## config.mk

```make
export PLATFORM = sky130hd
export DESIGN_NAME = uart_buffered_port_flat
export DESIGN_NICKNAME = d
export VERILOG_FILES = /design/src/rtl/uart_pkg.sv /design/src/rtl/uart_buffered_port_if.sv /design/src/rtl/uart.sv /design/src/rtl/uart_sync_fifo.sv /design/src/rtl/uart_buffered_port.sv /design/src/flat_wrapper.sv
export SDC_FILE = /design/constraint.sdc
export NUM_CORES = 1
export LEC_CHECK = 0
export CORE_MARGIN = 5
export CORE_UTILIZATION = 45
export DETAILED_ROUTE_END_ITERATION = 16
export PLACE_DENSITY = 0.59
export SLEW_MARGIN = 20
export SYNTH_ARGS = -nofsm -noshare
export SYNTH_HDL_FRONTEND = slang
export SYNTH_SLANG_ARGS = --single-unit
```

## constraint.sdc

```tcl
create_clock -name clk -period 2.95 [get_ports clk]
set_clock_uncertainty 0.15 [all_clocks]
set_input_delay 0.295 -clock clk [delete_from_list [all_inputs] [get_ports clk]]
set_output_delay 0.295 -clock clk [all_outputs]
set_load 0.02 [all_outputs]
```

## src/rtl/uart_pkg.sv

```systemverilog
// Shared types and constants for the buffered UART port.
package uart_pkg;

  // Transmit sequencer states.
  typedef enum logic [1:0] {
    TX_IDLE,
    TX_LOAD,
    TX_WAIT_START,
    TX_WAIT_DONE
  } tx_state_e;

  // Bit positions inside irq_en and the internal interrupt source vector.
  localparam int unsigned IRQ_RX_WM = 0;
  localparam int unsigned IRQ_TX_LW = 1;
  localparam int unsigned IRQ_OVR   = 2;
  localparam int unsigned IRQ_FRM   = 3;

  // Cycles WAIT_START waits for the core to report is_transmitting.
  localparam int unsigned START_TIMEOUT = 4;

endpackage

```

## src/rtl/uart_buffered_port_if.sv

```systemverilog
// Host-side bus of the buffered UART port.
interface uart_buffered_port_if #(
  parameter int unsigned TX_DEPTH = 16,
  parameter int unsigned RX_DEPTH = 16
);
  localparam int unsigned TLW = $clog2(TX_DEPTH) + 1;
  localparam int unsigned RLW = $clog2(RX_DEPTH) + 1;

  logic [7:0]     tx_data;
  logic           tx_push;
  logic           tx_full;
  logic [TLW-1:0] tx_level;
  logic [7:0]     rx_data;
  logic           rx_pop;
  logic           rx_empty;
  logic [RLW-1:0] rx_level;
  logic [3:0]     irq_en;
  logic           err_clear;
  logic           overrun_err;
  logic           tx_overflow;
  logic           frame_err;
  logic           irq;
  logic           busy;

  modport master (
    output tx_data, tx_push, rx_pop, irq_en, err_clear,
    input  tx_full, tx_level, rx_data, rx_empty, rx_level,
           overrun_err, tx_overflow, frame_err, irq, busy
  );

  modport slave (
    input  tx_data, tx_push, rx_pop, irq_en, err_clear,
    output tx_full, tx_level, rx_data, rx_empty, rx_level,
           overrun_err, tx_overflow, frame_err, irq, busy
  );
endinterface

```

## src/rtl/uart.sv

```systemverilog
// Serial UART core: 8N1, LSB first, CLKS_PER_BIT clocks per bit.
module uart #(
  parameter int unsigned CLKS_PER_BIT = 868
) (
  input  logic       clk,
  input  logic       rst,
  input  logic       rx,
  output logic       tx,
  input  logic       transmit,
  input  logic [7:0] tx_byte,
  output logic       received,
  output logic [7:0] rx_byte,
  output logic       is_receiving,
  output logic       is_transmitting,
  output logic       recv_error
);
  localparam int unsigned CW = $clog2(CLKS_PER_BIT) + 1;
  localparam logic [CW-1:0] BIT_LAST = CW'(CLKS_PER_BIT - 1);
  localparam logic [CW-1:0] BIT_HALF = CW'(CLKS_PER_BIT / 2);

  logic          tx_busy_q, tx_busy_d;
  logic [CW-1:0] tx_cnt_q, tx_cnt_d;
  logic [3:0]    tx_bit_q, tx_bit_d;
  logic [9:0]    tx_shift_q, tx_shift_d;

  logic          rx_meta_q, rx_sync_q, rx_prev_q;
  logic          rx_busy_q, rx_busy_d;
  logic [CW-1:0] rx_cnt_q, rx_cnt_d;
  logic [3:0]    rx_bit_q, rx_bit_d;
  logic [7:0]    rx_shift_q, rx_shift_d;
  logic          received_q, received_d;
  logic          recv_error_q, recv_error_d;

  // Transmitter: shift out {stop, data, start} one bit per baud period.
  always_comb begin
    tx_busy_d  = tx_busy_q;
    tx_cnt_d   = tx_cnt_q;
    tx_bit_d   = tx_bit_q;
    tx_shift_d = tx_shift_q;
    if (tx_busy_q) begin
      if (tx_cnt_q == BIT_LAST) begin
        tx_cnt_d = '0;
        if (tx_bit_q == 4'd9) begin
          tx_busy_d = 1'b0;
        end else begin
          tx_bit_d   = tx_bit_q + 4'd1;
          tx_shift_d = {1'b1, tx_shift_q[9:1]};
        end
      end else begin
        tx_cnt_d = tx_cnt_q + CW'(1);
      end
    end else if (transmit) begin
      tx_busy_d  = 1'b1;
      tx_cnt_d   = '0;
      tx_bit_d   = '0;
      tx_shift_d = {1'b1, tx_byte, 1'b0};
    end
  end

  // Receiver: start on a falling edge, sample mid-bit, check the stop bit.
  // Requiring a falling edge keeps a low line after a bad stop bit from
  // being taken as a new start bit.
  always_comb begin
    rx_busy_d    = rx_busy_q;
    rx_cnt_d     = rx_cnt_q;
    rx_bit_d     = rx_bit_q;
    rx_shift_d   = rx_shift_q;
    received_d   = 1'b0;
    recv_error_d = 1'b0;
    if (rx_busy_q) begin
      if (rx_cnt_q == BIT_LAST) begin
        rx_cnt_d = '0;
        if (rx_bit_q == 4'd0) begin
          if (rx_sync_q) rx_busy_d = 1'b0;
          else           rx_bit_d  = 4'd1;
        end else if (rx_bit_q == 4'd9) begin
          rx_busy_d = 1'b0;
          if (rx_sync_q) received_d   = 1'b1;
          else           recv_error_d = 1'b1;
        end else begin
          rx_shift_d = {rx_sync_q, rx_shift_q[7:1]};
          rx_bit_d   = rx_bit_q + 4'd1;
        end
      end else begin
        rx_cnt_d = rx_cnt_q + CW'(1);
      end
    end else if (rx_prev_q && !rx_sync_q) begin
      rx_busy_d = 1'b1;
      rx_cnt_d  = BIT_HALF;
      rx_bit_d  = '0;
    end
  end

  // Core state registers and input synchroniser.
  always_ff @(posedge clk) begin
    if (rst) begin
      tx_busy_q    <= 1'b0;
      tx_cnt_q     <= '0;
      tx_bit_q     <= '0;
      tx_shift_q   <= '1;
      rx_meta_q    <= 1'b1;
      rx_sync_q    <= 1'b1;
      rx_prev_q    <= 1'b1;
      rx_busy_q    <= 1'b0;
      rx_cnt_q     <= '0;
      rx_bit_q     <= '0;
      rx_shift_q   <= '0;
      received_q   <= 1'b0;
      recv_error_q <= 1'b0;
    end else begin
      tx_busy_q    <= tx_busy_d;
      tx_cnt_q     <= tx_cnt_d;
      tx_bit_q     <= tx_bit_d;
      tx_shift_q   <= tx_shift_d;
      rx_meta_q    <= rx;
      rx_sync_q    <= rx_meta_q;
      rx_prev_q    <= rx_sync_q;
      rx_busy_q    <= rx_busy_d;
      rx_cnt_q     <= rx_cnt_d;
      rx_bit_q     <= rx_bit_d;
      rx_shift_q   <= rx_shift_d;
      received_q   <= received_d;
      recv_error_q <= recv_error_d;
    end
  end

  assign tx              = tx_busy_q ? tx_shift_q[0] : 1'b1;
  assign received        = received_q;
  assign recv_error      = recv_error_q;
  assign rx_byte         = rx_shift_q;
  assign is_receiving    = rx_busy_q;
  assign is_transmitting = tx_busy_q;

endmodule

```

## src/rtl/uart_sync_fifo.sv

```systemverilog
// Synchronous first-word fall-through FIFO with registered occupancy.
module uart_sync_fifo #(
  parameter int unsigned DATA_WIDTH = 8,
  parameter int unsigned DEPTH      = 16
) (
  input  logic                    clk,
  input  logic                    rst,
  input  logic                    wr_en,
  input  logic [DATA_WIDTH-1:0]   wr_data,
  input  logic                    rd_en,
  output logic [DATA_WIDTH-1:0]   rd_data,
  output logic                    full,
  output logic                    empty,
  output logic [$clog2(DEPTH):0]  level
);
  localparam int unsigned AW = $clog2(DEPTH);

  logic [DATA_WIDTH-1:0] mem_q [DEPTH];
  logic [AW-1:0]         wr_ptr_q, wr_ptr_d;
  logic [AW-1:0]         rd_ptr_q, rd_ptr_d;
  logic [AW:0]           level_q, level_d;
  logic                  do_wr, do_rd;

  // A write into a full FIFO is accepted only when a read frees a slot.
  always_comb begin
    do_rd    = rd_en && !empty;
    do_wr    = wr_en && (!full || do_rd);
    wr_ptr_d = do_wr ? wr_ptr_q + AW'(1) : wr_ptr_q;
    rd_ptr_d = do_rd ? rd_ptr_q + AW'(1) : rd_ptr_q;
    level_d  = level_q;
    if (do_wr && !do_rd) level_d = level_q + (AW+1)'(1);
    if (!do_wr && do_rd) level_d = level_q - (AW+1)'(1);
  end

  // Pointer and occupancy registers.
  always_ff @(posedge clk) begin
    if (rst) begin
      wr_ptr_q <= '0;
      rd_ptr_q <= '0;
      level_q  <= '0;
    end else begin
      wr_ptr_q <= wr_ptr_d;
      rd_ptr_q <= rd_ptr_d;
      level_q  <= level_d;
    end
  end

  // Storage array; contents need no reset.
  always_ff @(posedge clk) begin
    if (do_wr) mem_q[wr_ptr_q] <= wr_data;
  end

  assign rd_data = mem_q[rd_ptr_q];
  assign full    = (level_q == (AW+1)'(DEPTH));
  assign empty   = (level_q == '0);
  assign level   = level_q;

endmodule

```

## src/rtl/uart_buffered_port.sv

```systemverilog
// Buffered UART port: TX/RX FIFOs, TX sequencer, sticky errors, interrupt.
module uart_buffered_port
  import uart_pkg::*;
#(
  parameter int unsigned TX_DEPTH     = 16,
  parameter int unsigned RX_DEPTH     = 16,
  parameter int unsigned RX_THRESH    = 8,
  parameter int unsigned TX_THRESH    = 2,
  parameter int unsigned CLKS_PER_BIT = 868
) (
  input  logic clk,
  input  logic rst,
  input  logic rx,
  output logic tx,
  uart_buffered_port_if.slave host
);
  localparam int unsigned TLW = $clog2(TX_DEPTH) + 1;
  localparam int unsigned RLW = $clog2(RX_DEPTH) + 1;

  logic [7:0]     tx_head;
  logic           tx_full, tx_empty, tx_pop;
  logic [TLW-1:0] tx_level;
  logic [7:0]     rx_head;
  logic           rx_full, rx_empty;
  logic [RLW-1:0] rx_level;

  logic       core_transmit, core_received, core_recv_error;
  logic       core_is_receiving, core_is_transmitting;
  logic [7:0] core_rx_byte;

  tx_state_e  state_q, state_d;
  logic [2:0] wait_cnt_q, wait_cnt_d;
  logic       overrun_q, overrun_d;
  logic       overflow_q, overflow_d;
  logic       frame_q, frame_d;
  logic       irq_q, irq_d;
  logic       rx_wm, tx_lw;
  logic [3:0] irq_src;

  uart_sync_fifo #(.DATA_WIDTH(8), .DEPTH(TX_DEPTH)) u_tx_fifo (
    .clk(clk), .rst(rst),
    .wr_en(host.tx_push), .wr_data(host.tx_data),
    .rd_en(tx_pop), .rd_data(tx_head),
    .full(tx_full), .empty(tx_empty), .level(tx_level)
  );

  uart_sync_fifo #(.DATA_WIDTH(8), .DEPTH(RX_DEPTH)) u_rx_fifo (
    .clk(clk), .rst(rst),
    .wr_en(core_received), .wr_data(core_rx_byte),
    .rd_en(host.rx_pop), .rd_data(rx_head),
    .full(rx_full), .empty(rx_empty), .level(rx_level)
  );

  uart #(.CLKS_PER_BIT(CLKS_PER_BIT)) u_core (
    .clk(clk), .rst(rst), .rx(rx), .tx(tx),
    .transmit(core_transmit), .tx_byte(tx_head),
    .received(core_received), .rx_byte(core_rx_byte),
    .is_receiving(core_is_receiving), .is_transmitting(core_is_transmitting),
    .recv_error(core_recv_error)
  );

  // Sequencer state register.
  always_ff @(posedge clk) begin
    if (rst) begin
      state_q    <= TX_IDLE;
      wait_cnt_q <= '0;
    end else begin
      state_q    <= state_d;
      wait_cnt_q <= wait_cnt_d;
    end
  end

  // Sequencer next state: one pop per frame, guarded start wait.
  always_comb begin
    state_d    = state_q;
    wait_cnt_d = wait_cnt_q;
    case (state_q)
      TX_IDLE: if (!tx_empty) state_d = TX_LOAD;
      TX_LOAD: begin
        state_d    = TX_WAIT_START;
        wait_cnt_d = '0;
      end
      TX_WAIT_START: begin
        if (core_is_transmitting || wait_cnt_q == 3'(START_TIMEOUT - 1))
          state_d = TX_WAIT_DONE;
        else
          wait_cnt_d = wait_cnt_q + 3'd1;
      end
      TX_WAIT_DONE: if (!core_is_transmitting) state_d = TX_IDLE;
      default: state_d = TX_IDLE;
    endcase
  end

  // Sequencer outputs: LOAD starts the core and pops the FIFO head.
  always_comb begin
    core_transmit = (state_q == TX_LOAD);
    tx_pop        = (state_q == TX_LOAD);
  end

  // Sticky flag next values; a new event wins over err_clear.
  always_comb begin
    overflow_d = (host.tx_push && tx_full && !tx_pop) || (overflow_q && !host.err_clear);
    overrun_d  = (core_received && rx_full && !host.rx_pop) || (overrun_q && !host.err_clear);
    frame_d    = core_recv_error || (frame_q && !host.err_clear);
  end

  // Interrupt sources from current levels and flags.
  always_comb begin
    rx_wm              = (rx_level >= RLW'(RX_THRESH));
    tx_lw              = (tx_level <= TLW'(TX_THRESH));
    irq_src            = '0;
    irq_src[IRQ_RX_WM] = rx_wm;
    irq_src[IRQ_TX_LW] = tx_lw;
    irq_src[IRQ_OVR]   = overrun_q;
    irq_src[IRQ_FRM]   = frame_q;
    irq_d              = |(irq_src & host.irq_en);
  end

  // Flag and interrupt registers.
  always_ff @(posedge clk) begin
    if (rst) begin
      overflow_q <= 1'b0;
      overrun_q  <= 1'b0;
      frame_q    <= 1'b0;
      irq_q      <= 1'b0;
    end else begin
      overflow_q <= overflow_d;
      overrun_q  <= overrun_d;
      frame_q    <= frame_d;
      irq_q      <= irq_d;
    end
  end

  assign host.tx_full     = tx_full;
  assign host.tx_level    = tx_level;
  assign host.rx_data     = rx_head;
  assign host.rx_empty    = rx_empty;
  assign host.rx_level    = rx_level;
  assign host.overrun_err = overrun_q;
  assign host.tx_overflow = overflow_q;
  assign host.frame_err   = frame_q;
  assign host.irq         = irq_q;
  assign host.busy        = core_is_receiving || core_is_transmitting || (state_q != TX_IDLE);

endmodule

```

## src/flat_wrapper.sv

```systemverilog
// flat-port wrapper written by rule: the top's interface ports become plain ports
module uart_buffered_port_flat import uart_pkg::*;
#(
  parameter int unsigned TX_DEPTH     = 16,
  parameter int unsigned RX_DEPTH     = 16,
  parameter int unsigned RX_THRESH    = 8,
  parameter int unsigned TX_THRESH    = 2,
  parameter int unsigned CLKS_PER_BIT = 868
)
  (clk, rst, rx, tx, host_tx_data, host_tx_push, host_rx_pop, host_irq_en, host_err_clear, host_tx_full, host_tx_level, host_rx_data, host_rx_empty, host_rx_level, host_overrun_err, host_tx_overflow, host_frame_err, host_irq, host_busy);
  uart_buffered_port_if #(.TX_DEPTH(TX_DEPTH), .RX_DEPTH(RX_DEPTH)) host_i ();
  input  logic clk;
  input  logic rst;
  input  logic rx;
  output logic tx;
  input wire logic [$bits(host_i.tx_data)-1:0] host_tx_data;
  input wire logic [$bits(host_i.tx_push)-1:0] host_tx_push;
  input wire logic [$bits(host_i.rx_pop)-1:0] host_rx_pop;
  input wire logic [$bits(host_i.irq_en)-1:0] host_irq_en;
  input wire logic [$bits(host_i.err_clear)-1:0] host_err_clear;
  output wire logic [$bits(host_i.tx_full)-1:0] host_tx_full;
  output wire logic [$bits(host_i.tx_level)-1:0] host_tx_level;
  output wire logic [$bits(host_i.rx_data)-1:0] host_rx_data;
  output wire logic [$bits(host_i.rx_empty)-1:0] host_rx_empty;
  output wire logic [$bits(host_i.rx_level)-1:0] host_rx_level;
  output wire logic [$bits(host_i.overrun_err)-1:0] host_overrun_err;
  output wire logic [$bits(host_i.tx_overflow)-1:0] host_tx_overflow;
  output wire logic [$bits(host_i.frame_err)-1:0] host_frame_err;
  output wire logic [$bits(host_i.irq)-1:0] host_irq;
  output wire logic [$bits(host_i.busy)-1:0] host_busy;
  assign host_i.tx_data = host_tx_data;
  assign host_i.tx_push = host_tx_push;
  assign host_i.rx_pop = host_rx_pop;
  assign host_i.irq_en = host_irq_en;
  assign host_i.err_clear = host_err_clear;
  assign host_tx_full = host_i.tx_full;
  assign host_tx_level = host_i.tx_level;
  assign host_rx_data = host_i.rx_data;
  assign host_rx_empty = host_i.rx_empty;
  assign host_rx_level = host_i.rx_level;
  assign host_overrun_err = host_i.overrun_err;
  assign host_tx_overflow = host_i.tx_overflow;
  assign host_frame_err = host_i.frame_err;
  assign host_irq = host_i.irq;
  assign host_busy = host_i.busy;
  uart_buffered_port #(.TX_DEPTH(TX_DEPTH), .RX_DEPTH(RX_DEPTH), .RX_THRESH(RX_THRESH), .TX_THRESH(TX_THRESH), .CLKS_PER_BIT(CLKS_PER_BIT)) u_core (.clk(clk), .rst(rst), .rx(rx), .tx(tx), .host(host_i));
endmodule
```

# == Yosys cells after proc, flatten, opt, wreduce, memory -nomap -nowiden ==
# Memories as Yosys holds them, arrays and structs flattened. A register that Yosys moved wholly into a read port is not among the register bits.
# Index checks and enable logic that the tools add are counted.
# totals
word_cells,169
ff_bits,90
mem_bits_rw,256
inputBits,18
out_inout_bits,26
n_memories,2
# mem_list
memory,words,width,rd,rd_clocked_by_memory_dff,wr,line_no,text
u_core.u_rx_fifo.mem_q,16,8,1,1,1,uart_sync_fifo.sv:18,logic [DATA_WIDTH-1:0] mem_q [DEPTH];
u_core.u_tx_fifo.mem_q,16,8,1,1,1,uart_sync_fifo.sv:18,
# classes
n_addsub,13
n_bitwise,5
muxes,50
eq_ne,19
reduce_logical,53
magnitude_cmp,2
# op_table
operator,n
$mux 11,6
$mux 4,14
$mux 10,4
$add 4x1->4 const B,6
$add 11x1->11 const B,2
$eq 11x10->1 const B,2
$mux 5,4
$logic_and 1x1->1,16
$mux 1,16
$logic_not 1->1,12
$reduce_bool 2->1,6
$add 5x1->5 const B,2
$eq 5x5->1 const B,2
$logic_not 5->1,2
$ne 2x2->1 const B,5
$sub 5x1->5 const B,2
$eq 4x4->1 const B,2
$logic_or 1x1->1,8
$pmux 2 s4,1
$reduce_and 4->1,2
$mux 2,3
$ne 3x3->1 const B,2
$pmux 3 s2,1
$reduce_and 3->1,2
other kinds (15),20

# == Logic depth before layout (Yosys ltp) ==
# Gate-level depths: netlist (run 1).
# logic_depth
ltp_word,8
depth_mapped,10
mapped_depth_nobuf,10

# == Cells and area by module ==
# From an unflattened synthesis (run 1), not the netlist that was laid out.
# unflattened
hier_cells,1021
area_unflattened_um2,14906.8
# by_module_without_submodules
mod,instances,seq_area_each_um2,cells_per_inst,area_per_inst_um2
uart_sync_fifo at u_core.u_rx_fifo,1,4184.0,320,5829.3
uart_sync_fifo at u_core.u_tx_fifo,1,4184.0,318,5815.6
uart,1,1081.0,328,2778.9
uart_buffered_port,1,180.2,55,483.0

# == Worst setup path after synthesis (run 1) ==
# OpenSTA, ideal clock, no wires.
# synth_timing
path_type,flip-flop to flip-flop
start,"reg u_core.u_tx_fifo.level_q[1], in the netlist u_core.u_tx_fifo.level[1]"
end,"reg u_core.u_tx_fifo.level_q[4], in the netlist u_core.u_tx_fifo.level[4]"
path_buffers,1
t_arrival_ns,2.428
setup_slack_ns,0.249
period_less_slack_ns,2.701
stages_incl_launch_ff,10
required_time_ns,2.677
setup_time_ns,0.123
cell_sequence,dfxtp_1 > buf_2 > nor4_2 > a21oi_1 > mux2_2 > ha_1 > or3_1 > a21oi_1 > a22oi_1 > mux2_1
# synth_between
elab_chain_cells,8
word_cells_on_any_way,16
cone_classes,2 x add/sub; 1 x eq/ne; 2 x mux; 11 x reduce/logical
# synth_rtl
element,line_no,text
from (decl),uart_sync_fifo.sv:21,"logic [AW:0] level_q, level_d;"
from (signal assigned),uart_sync_fifo.sv:44,level_q <= level_d;
branches (longest 8 deep; another with $add 5x1->5),n/a,
# Several ways; the timed one is not identified. The select of a mux whose other input is x is not followed.
# A chain may end at the register's enable or synchronous reset.

==> results of run 1 <==
-- per-stage QoR --
stage	TNS [ps]	hold WS, ps	std cells	area (um2)
after floorplan	0	239	978	14800
after global placement	0	250	1459	15900
after detailed placement	0	249	1459	15900
after CTS	0	29.8	1529	17200
after global routing	-4.02	45.6	1531	17200
final	0	45.0	1531	17200
-- power breakdown --
group | switching [uW] | internal [uW] | leakage (uW)
registers | 297 | 5520 | 0.00313
clock network | 1850 | 2730 | 0.000598
logic | 1460 | 1570 | 0.00207
-- synthesized netlist by cell type, types with 10 or more instances --
cell      number
mux4_2        58
mux2i_1       17
ha_1          28
nand2b_1      14
a21oi_1       36
inv_1         28
xor2_1        14
nand4_1       11
dfxtp_1       97
nand2_1       35
nor3_1        22
o211ai_1      12
nor2_1        72
o21ai_0       18
clkbuf_1      36
edfxtp_1     256
nand3_1       37
mux4_1        14
a31oi_1       12
nor2b_1       10
-- cells by family (layout without fill, tap and decap cells) --
logic type | after synthesis | in the layout
AND/OR/NAND/NOR | 265 | 265
multiplexers | 96 | 96
AO/OA/AOI/OAI | 136 | 136
adder cells (fa/ha/maj) | 28 | 28
buffers and inverters | 83 | 194
XOR/XNOR | 17 | 17
flip-flops | 353 | 353
-- layout make-up --
type,instances,share of cell area
clock buffers,53,0.0627
clock inverters,16,0.00763
inverters,28,0.00611
multi-input cells,542,0.278
flip-flops and latches,353,0.560
well taps,442,0.0321
repair buffers,97,0.0534
-- worst min-delay path, delay by kind of cell --
| family | cells | cell delay (ps) |
|---|---|---|
| AOI/OAI and AO/OA | 2 | 190 |
| buffers and inverters | 1 | 120 |
| and+or+nand+nor | 1 | 50 |
-- layer usage --
| metal | GRT usage | up-vias |
|---|---|---|
| li1 | - | 4004 |
| met1 | 0.229 | 4202 |
| met2 | 0.288 | 177 |
| met3 | 0.0259 | 54 |
| met4 | 0.0467 | 0 |
| met5 | 0 | - |
-- worst max path at each step --
stage                                    from                         to  cells after the start
floorplan           u_core.u_tx_fifo.level[1]  u_core.u_tx_fifo.level[4]                      9
global placement                    flip-flop            host_rx_data[3]                      4
detailed placement                  flip-flop            host_rx_data[3]                      4
CTS                                 flip-flop            host_rx_data[0]                      4
global route                        flip-flop            host_rx_data[0]                      4
finish                              flip-flop            host_rx_data[0]                      4
-- timing repair --
| action | 4_1_cts | 5_1_grt |
|---|---|---|
| pin swaps | 0 | 0 |
| buffers inserted | 0 | 0 |
| setup endpoints to repair | 9 | 8 |
| gates resized for setup | 12 | 9 |
| cloned | 1 | 2 |
-- sequential cells by signal (all words and copies together) (netlist names), 2 cells and up, named ones only --
signal / count
u_core.u_rx_fifo.level: 5
u_core.state_q: 2
u_core.u_core.rx_cnt_q: 11
u_core.u_tx_fifo.rd_ptr_q: 4
u_core.wait_cnt_q: 3
u_core.u_tx_fifo.mem_q: 128
u_core.u_rx_fifo.wr_ptr_q: 4
u_core.u_core.tx_bit_q: 4
u_core.u_core.rx_byte: 8
u_core.u_rx_fifo.mem_q: 128
u_core.u_rx_fifo.rd_ptr_q: 4
u_core.u_core.rx_bit_q: 4
u_core.u_core.tx_shift_q: 9
u_core.u_tx_fifo.wr_ptr_q: 4
u_core.u_core.tx_cnt_q: 11
u_core.u_tx_fifo.level: 5
==> metrics.csv, run 1 <==
metric;value;unit
met2RoutedLength;15.3;mm
cts_num_sinks;353;
vias;8437;
path_cells;clkbuf_16, mux4_2, mux4_2, clkdlybuf4s15_1;
io_buffers;43;
worstHoldPathType;in -> reg;
drt_iter0_drc;552;
drtPass1Iterations;5;
power.leakage;0.00580;uW
hold_depth;4;
mostFrequentLayoutCells;edfxtp_1 (256), dfxtp_1 (95), nor2_1 (72);
clock_path_buffers;3;
fp.dieW;191;um
antenna_found_initial;0;
layout_commonest_cell;edfxtp_1;
num_rows;66;
cts_max_level;2;
worstHoldStart;rst;
drt_wl_total;30.8;mm
die_y;191;um
grt_first_pass_wirelength;48.6;mm
synthXorXnorAreaFrac;0.0101;
synth_simple_gate_area_frac;0.0961;
synthToLayoutAreaGrowth;16.5;%
synth.area.top_cells;edfxtp_1 (52%), dfxtp_1 (13%), mux4_2 (8.8%);
drv_cap;0;
fin_nets;1106;
seq_area;9630;um2
synth_top_family_by_area;multiplexers;
postSynth.asyncResetShare;0;
wl_met1;13.8;mm
gp_congestion;0.809;
cp-start-kind;flip-flop;
ys.flop_type;edfxtp_1;
r2r_end;u_core.u_rx_fifo.level[4];
layout_setup_ws;80.7;ps
synth_top_area_share;0.520;
worstMarginPinSlew;966;ps
synthMuxAreaShare;0.130;
cp_slowest_stage_delay;490;ps
ios;44;
seq_area_frac_synth;0.652;
overflow;0;
synth_cells;978;
fin_util;0.530;
maxClockFrequency;0.349;GHz
synth.distinct_cells;70;
track_usage;0.169;
num-fill-cells;2648;
reg2reg_slack;290;ps
grt_max_degree;43;
crit_fanout;8;
synth_edf_count;256;
crit_required;2510;ps
antenna_cells;0;
synth_top_cell_by_area;edfxtp_1;
synthAdderAreaFrac;0.0237;
maxSlewViolCount;0;
crit_slowest_cell;mux4_2;
insertion_delay;520;ps
wl_met3;1.16;mm
core-area;32500;um2
crit_family;multiplexers;
power.density;780;nW/um2
end_kind;output port;
total_power;13400;uW
post-place-ws;286;ps
timing.final.crit_share;0.973;
r2r_cells;8;
finalHoldViolations;0;
critical_path_class;reg -> out;
syn_avg_cell_area;15.1;um2
initial_core_util;0.455;
crit_buf_inv;2;
wl_per_cell;20.1;um
ir_worst_vdd;0.552;mV
status;complete, no violations;
path_clk_slew;60;ps
routed_via_density;5.51;
ys_ff_latch;353;
crit_arrival;2420;ps
dr.max_layer_used;met4;
grt_pass1_vias;8559;
cts_root_buf;clkbuf_16;
drive_above_1_share;0.184;
timing.rr.start;u_core.u_rx_fifo.level[1];
cts_buffers;38;
dieArea;36600;um2
cts_tree;yes;
slew_headroom;0.355;
synth_compound_area_frac;0.0638;
dp_hpwl;20.1;mm
cts_hold_buf;0;
hold_end;u_core.u_core.tx_cnt_q[9];
yosysWarnings;0;
drcViolationCount;0;
syn_area;14800;um2
path_common_cell;mux4_2;
period_minus_slack;2870;ps
multiInputGateArea;4790;um2
synth_nets;1024;
drtAntennaViolNets;0;
setup_violations;0;
(Power assumes the default switching activity.)
==> run 2: changes to the inputs <==
--- a/config.mk
+++ b/config.mk
@@ -5,6 +5,8 @@
 export SDC_FILE = /design/constraint.sdc
 export NUM_CORES = 1
 export LEC_CHECK = 0
+export ABC_AREA = 0
+export CORE_ASPECT_RATIO = 0.8
 export CORE_MARGIN = 5
 export CORE_UTILIZATION = 45
 export DETAILED_ROUTE_END_ITERATION = 16
==> run 2 against run 1 <==
Hold slack gained 53 ps. Final cell count shrank 1.5%. Global-route usage grew 0.25 points. Wire length grew 0.54%. Sequential power is essentially flat. Critical endpoint is now host_rx_data[3]. Highest routed layer unchanged.
==> metrics.csv, run 2 (synthesized netlist as in run 1, its figures left out) <==
metric;value;unit
status;complete, no violations;
period_minus_slack;2870;ps
top_usage_layer;met1;
dieArea;36600;um2
cp_slowest_stage_delay;510;ps
layout_commonest_cell;edfxtp_1;
maxSlewViolCount;0;
maxClockFrequency;0.349;GHz
io_buffers;43;
drive_above_1_share;0.182;
crit_arrival;2420;ps
num-fill-cells;2671;
mostFrequentLayoutCells;edfxtp_1 (256), dfxtp_1 (95), nor2_1 (72);
grt.met3_usage;0.0316;
num_rows;59;
gp_congestion;0.787;
r2r_cells;8;
slew_headroom;0.264;
path_clk_slew;60;ps
layout.cells.non_filler;1508;
cts_tree;yes;
dp_hpwl;20.0;mm
fp.dieW;213;um
synthToLayoutAreaGrowth;16.1;%
critical_path_class;reg -> out;
wl_per_cell;20.6;um
power.leakage;0.00580;uW
antenna_cells;0;
rsz0062_at_grt;no;
met1_usage;0.278;
cts_max_level;2;
drt_iter0_drc;737;
setup_violations;0;
path_cells;buf_12, mux4_2, mux4_2, clkdlybuf4s15_1;
cts_root_buf;clkbuf_16;
placed_cells;1438;
drtPass1Iterations;5;
setup_tns;0;ps
drtAntennaViolNets;0;
routed_via_density;5.63;
cts_hold_buf;0;
finalHoldViolations;0;
overflow;0;
clock_path_buffers;3;
fin_nets;1100;
initial_core_util;0.455;
ir_worst_vdd;0.439;mV
worstMarginPinSlew;1090;ps
ios;44;
vias;8495;
insertion_delay;530;ps
top_regs;u_core.u_rx_fifo.mem_q x128, u_core.u_tx_fifo.mem_q x128;
gr-usage-met2;0.242;
timing.final.crit_share;0.972;
core-area;32500;um2
path_common_cell;mux4_2;
worstHoldPathType;in -> reg;
drv_cap;0;
crit_required;2510;ps
grt_first_pass_wirelength;48.4;mm
drt_wl_total;31.0;mm
hold_depth;3;
cts_buffers;37;
cp-start-kind;flip-flop;
drcViolationCount;0;
multiInputGateArea;4790;um2
crit_fanout;10;
grt_max_degree;79;
crit_slowest_cell;mux4_2;
power.density;781;nW/um2
grt_pass1_vias;8198;
antenna_found_initial;0;
cts_num_sinks;353;
die_y;172;um
track_usage;0.172;
end_kind;output port;
seq_area;9630;um2
[run 2: cell type report]
type | instances | share of cell area
well taps | 427 | 0.0311
repair buffers | 92 | 0.0505
multi-input cells | 542 | 0.279
flip-flops and latches | 353 | 0.562
inverters | 28 | 0.00613
clock buffers | 44 | 0.0592
clock inverters | 22 | 0.0122
[run 2: final timing paths]
check | from | endpoint | slack [ps]
setup / recovery | flip-flop | host_rx_data[3] | 80
hold / removal | rst | u_core.u_tx_fifo.wr_ptr_q[3] | 100
setup reg to reg | u_core.u_tx_fifo.level[1] | u_core.u_tx_fifo.level[4] | 260
hold reg to reg | u_core.u_core.rx_meta_q | u_core.u_core.rx_sync_q | 270
[run 2: what timing repair did]
item,4_1_cts,5_1_grt
gates resized for setup,21,5
endpoints found under the hold margin,0,0
setup buffers,0,3
endpoints found under the setup margin,9,9
gates cloned,0,1
[run 2: critical path: cells and delay by family, from the launching register on]
kind	cells	cell delay, ps
DFF	1	430
muxes	2	980
buffers and inverters	2	480
[run 2: report_power, final]
part           internal (uW)  switching, uW  total (uW)
registers               5520            287        5800
clock network           2740           1900        4640
logic                   1530           1430        2960
total                   9780           3620       13400
[run 2: per-stage QoR]
step	util	area, um2	power, uW	hold slack (ps)	setup WS (ps)
global route	0.528	17200	14100	129	10.5
detailed placement	0.489	15900	8840	254	166
finish	0.528	17200	13400	97.5	82.7
CTS	0.527	17100	13500	102	-39.8
global placement	0.489	15900	8830	249	219
floorplan	-	14800	7940	239	249
[run 2: metal layers]
metal,vias up,wire length (um)
met3,35,1910
met2,221,13100
met4,0,468
li1,3987,-
met1,4252,15500
met5,-,0
==> run 3: changes to the inputs <==
--- a/config.mk
+++ b/config.mk
@@ -10,7 +10,6 @@
 export CORE_MARGIN = 5
 export CORE_UTILIZATION = 45
 export DETAILED_ROUTE_END_ITERATION = 16
-export PLACE_DENSITY = 0.59
 export SLEW_MARGIN = 20
 export SYNTH_ARGS = -nofsm -noshare
 export SYNTH_HDL_FRONTEND = slang
==> run 3 against run 2 <==
Die area did not move. Worst setup slack barely moved. Global-route usage rose by 0.28 points.
==> metrics.csv, run 3 (synthesized netlist as in run 1, its figures left out) <==
metric;value;unit
post-place-ws;-126;ps
p_comb_frac;0.232;
vias;8553;
dp_hpwl;20.2;mm
track_usage;0.175;
grt_max_degree;35;
worstMarginPinSlew;921;ps
crit_fanout;8;
power_frac_clock;0.331;
synthToLayoutAreaGrowth;15.4;%
path_clk_slew;60;ps
timing.final.crit_share;0.972;
drive_above_1_share;0.173;
mostFrequentLayoutCells;edfxtp_1 (256), dfxtp_1 (95), nor2_1 (72);
setup_violations;0;
placed_cells;1435;
drv_cap;0;
multiInputGateArea;4790;um2
io_buffers;43;
overflow;0;
p_sw;3640;uW
ios;44;
power.internal;9580;uW
drtAntennaViolNets;0;
layout_commonest_cell;edfxtp_1;
power.density;775;nW/um2
core-area;32500;um2
grt_pass1_vias;8406;
antenna_found_initial;0;
insertion_delay;540;ps
fin_nets;1099;
num_rows;59;
cts_tree;yes;
power_frac_seq;0.437;
crit_required;2510;ps
setup_tns;0;ps
dieArea;36600;um2
worstHoldPathType;in -> reg;
grt_first_pass_wirelength;49.2;mm
cts_root_buf;clkbuf_16;
seq_area;9630;um2
crit_slowest_cell;mux4_2;
drt_iter0_drc;585;
finalHoldViolations;0;
clock_path_buffers;3;
slew_headroom;0.383;
ir_worst_vdd;0.557;mV
end_kind;output port;
crit_family;multiplexers;
top_regs;u_core.u_rx_fifo.mem_q x128, u_core.u_tx_fifo.mem_q x128;
cts_max_level;2;
cts_num_sinks;353;
fp.dieW;213;um
switching_share;0.275;
period_minus_slack;2870;ps
layout_setup_ws;83.1;ps
antenna_cells;0;
die_y;172;um
rsz0062_at_grt;no;
hold_ws;60.1;ps
drt_wl_total;31.5;mm
status;complete, no violations;
critical_path_class;reg -> out;
num-fill-cells;2681;
drcViolationCount;0;
crit_arrival;2420;ps
total_power;13200;uW
drtPass1Iterations;5;
gp_congestion;0.783;
crit_buf_inv;2;
cts_buffers;37;
path_cells;buf_8, mux4_2, mux4_2, clkdlybuf4s15_2;
wl_per_cell;20.9;um
routed_via_density;5.67;
cts_hold_buf;0;
power.leakage;0.00574;uW
maxClockFrequency;0.349;GHz
initial_core_util;0.455;
cp_slowest_stage_delay;530;ps
cp-start-kind;flip-flop;
layout.cells.non_filler;1508;
maxSlewViolCount;0;
path_common_cell;mux4_2;
## run 3: cell count changes in the layout (fill, tap and decap cells not counted), sizes merged
cell           change
clkinvlp           -2
dlygate4sd2        -1
bufinv             -2
clkbuf            +10
clkdlybuf4s50      +1
dlymetal6s2s       -1
clkinv             -5
## run 3: final cells by class
type / instances / area share
inverter: 28 / 0.00616
timing repair buffer: 91 / 0.0497
multi-input combinational: 542 / 0.281
clock inverter: 13 / 0.00638
tap: 427 / 0.0313
clock buffer: 54 / 0.0605
sequential: 353 / 0.565
## run 3: routing by layer
metal  part of all wire  GRT usage  wire [um]
met1               0.49      0.276      15500
met2               0.42      0.249      13400
met3              0.067     0.0365       2130
met4              0.017     0.0428        523
met5                  0          0          0
## run 3: per-stage QoR
stage | utilization | area [um2]
after CTS | 0.524 | 17000
final | 0.525 | 17100
after global routing | 0.525 | 17100
after detailed placement | 0.487 | 15800
after global placement | 0.487 | 15800
after floorplan | - | 14800
## run 3: repair_timing
action | 4_1_cts | 5_1_grt
endpoints found under the hold margin | 0 | 0
cloned | 1 | 0
gates resized for setup | 17 | 10
endpoints found under the setup margin | 8 | 8
buffers inserted | 0 | 5
pin swaps | 0 | 0
## run 3: power by group through the flow
stage	Combinational, uW	Clock (uW)	Sequential [uW]
5_1_grt	3340	4710	5810
6_report	3060	4380	5770
2_1_floorplan	2120	0	5820
3_3_place_gp	2970	0	5850
4_1_cts	3030	4500	5770
3_5_place_dp	3000	0	5860
## run 3: worst paths after layout
check	start	to	slack, ps	depth (start not counted)
worst min register to register	u_core.u_core.rx_meta_q	u_core.u_core.rx_sync_q	270	1
worst max-delay path	flip-flop	host_rx_data[3]	80	4
worst min-delay path	rst	u_core.u_rx_fifo.rd_ptr_q[0]	60	2
worst max register to register	u_core.u_rx_fifo.level[0]	u_core.u_rx_fifo.level[4]	170	8
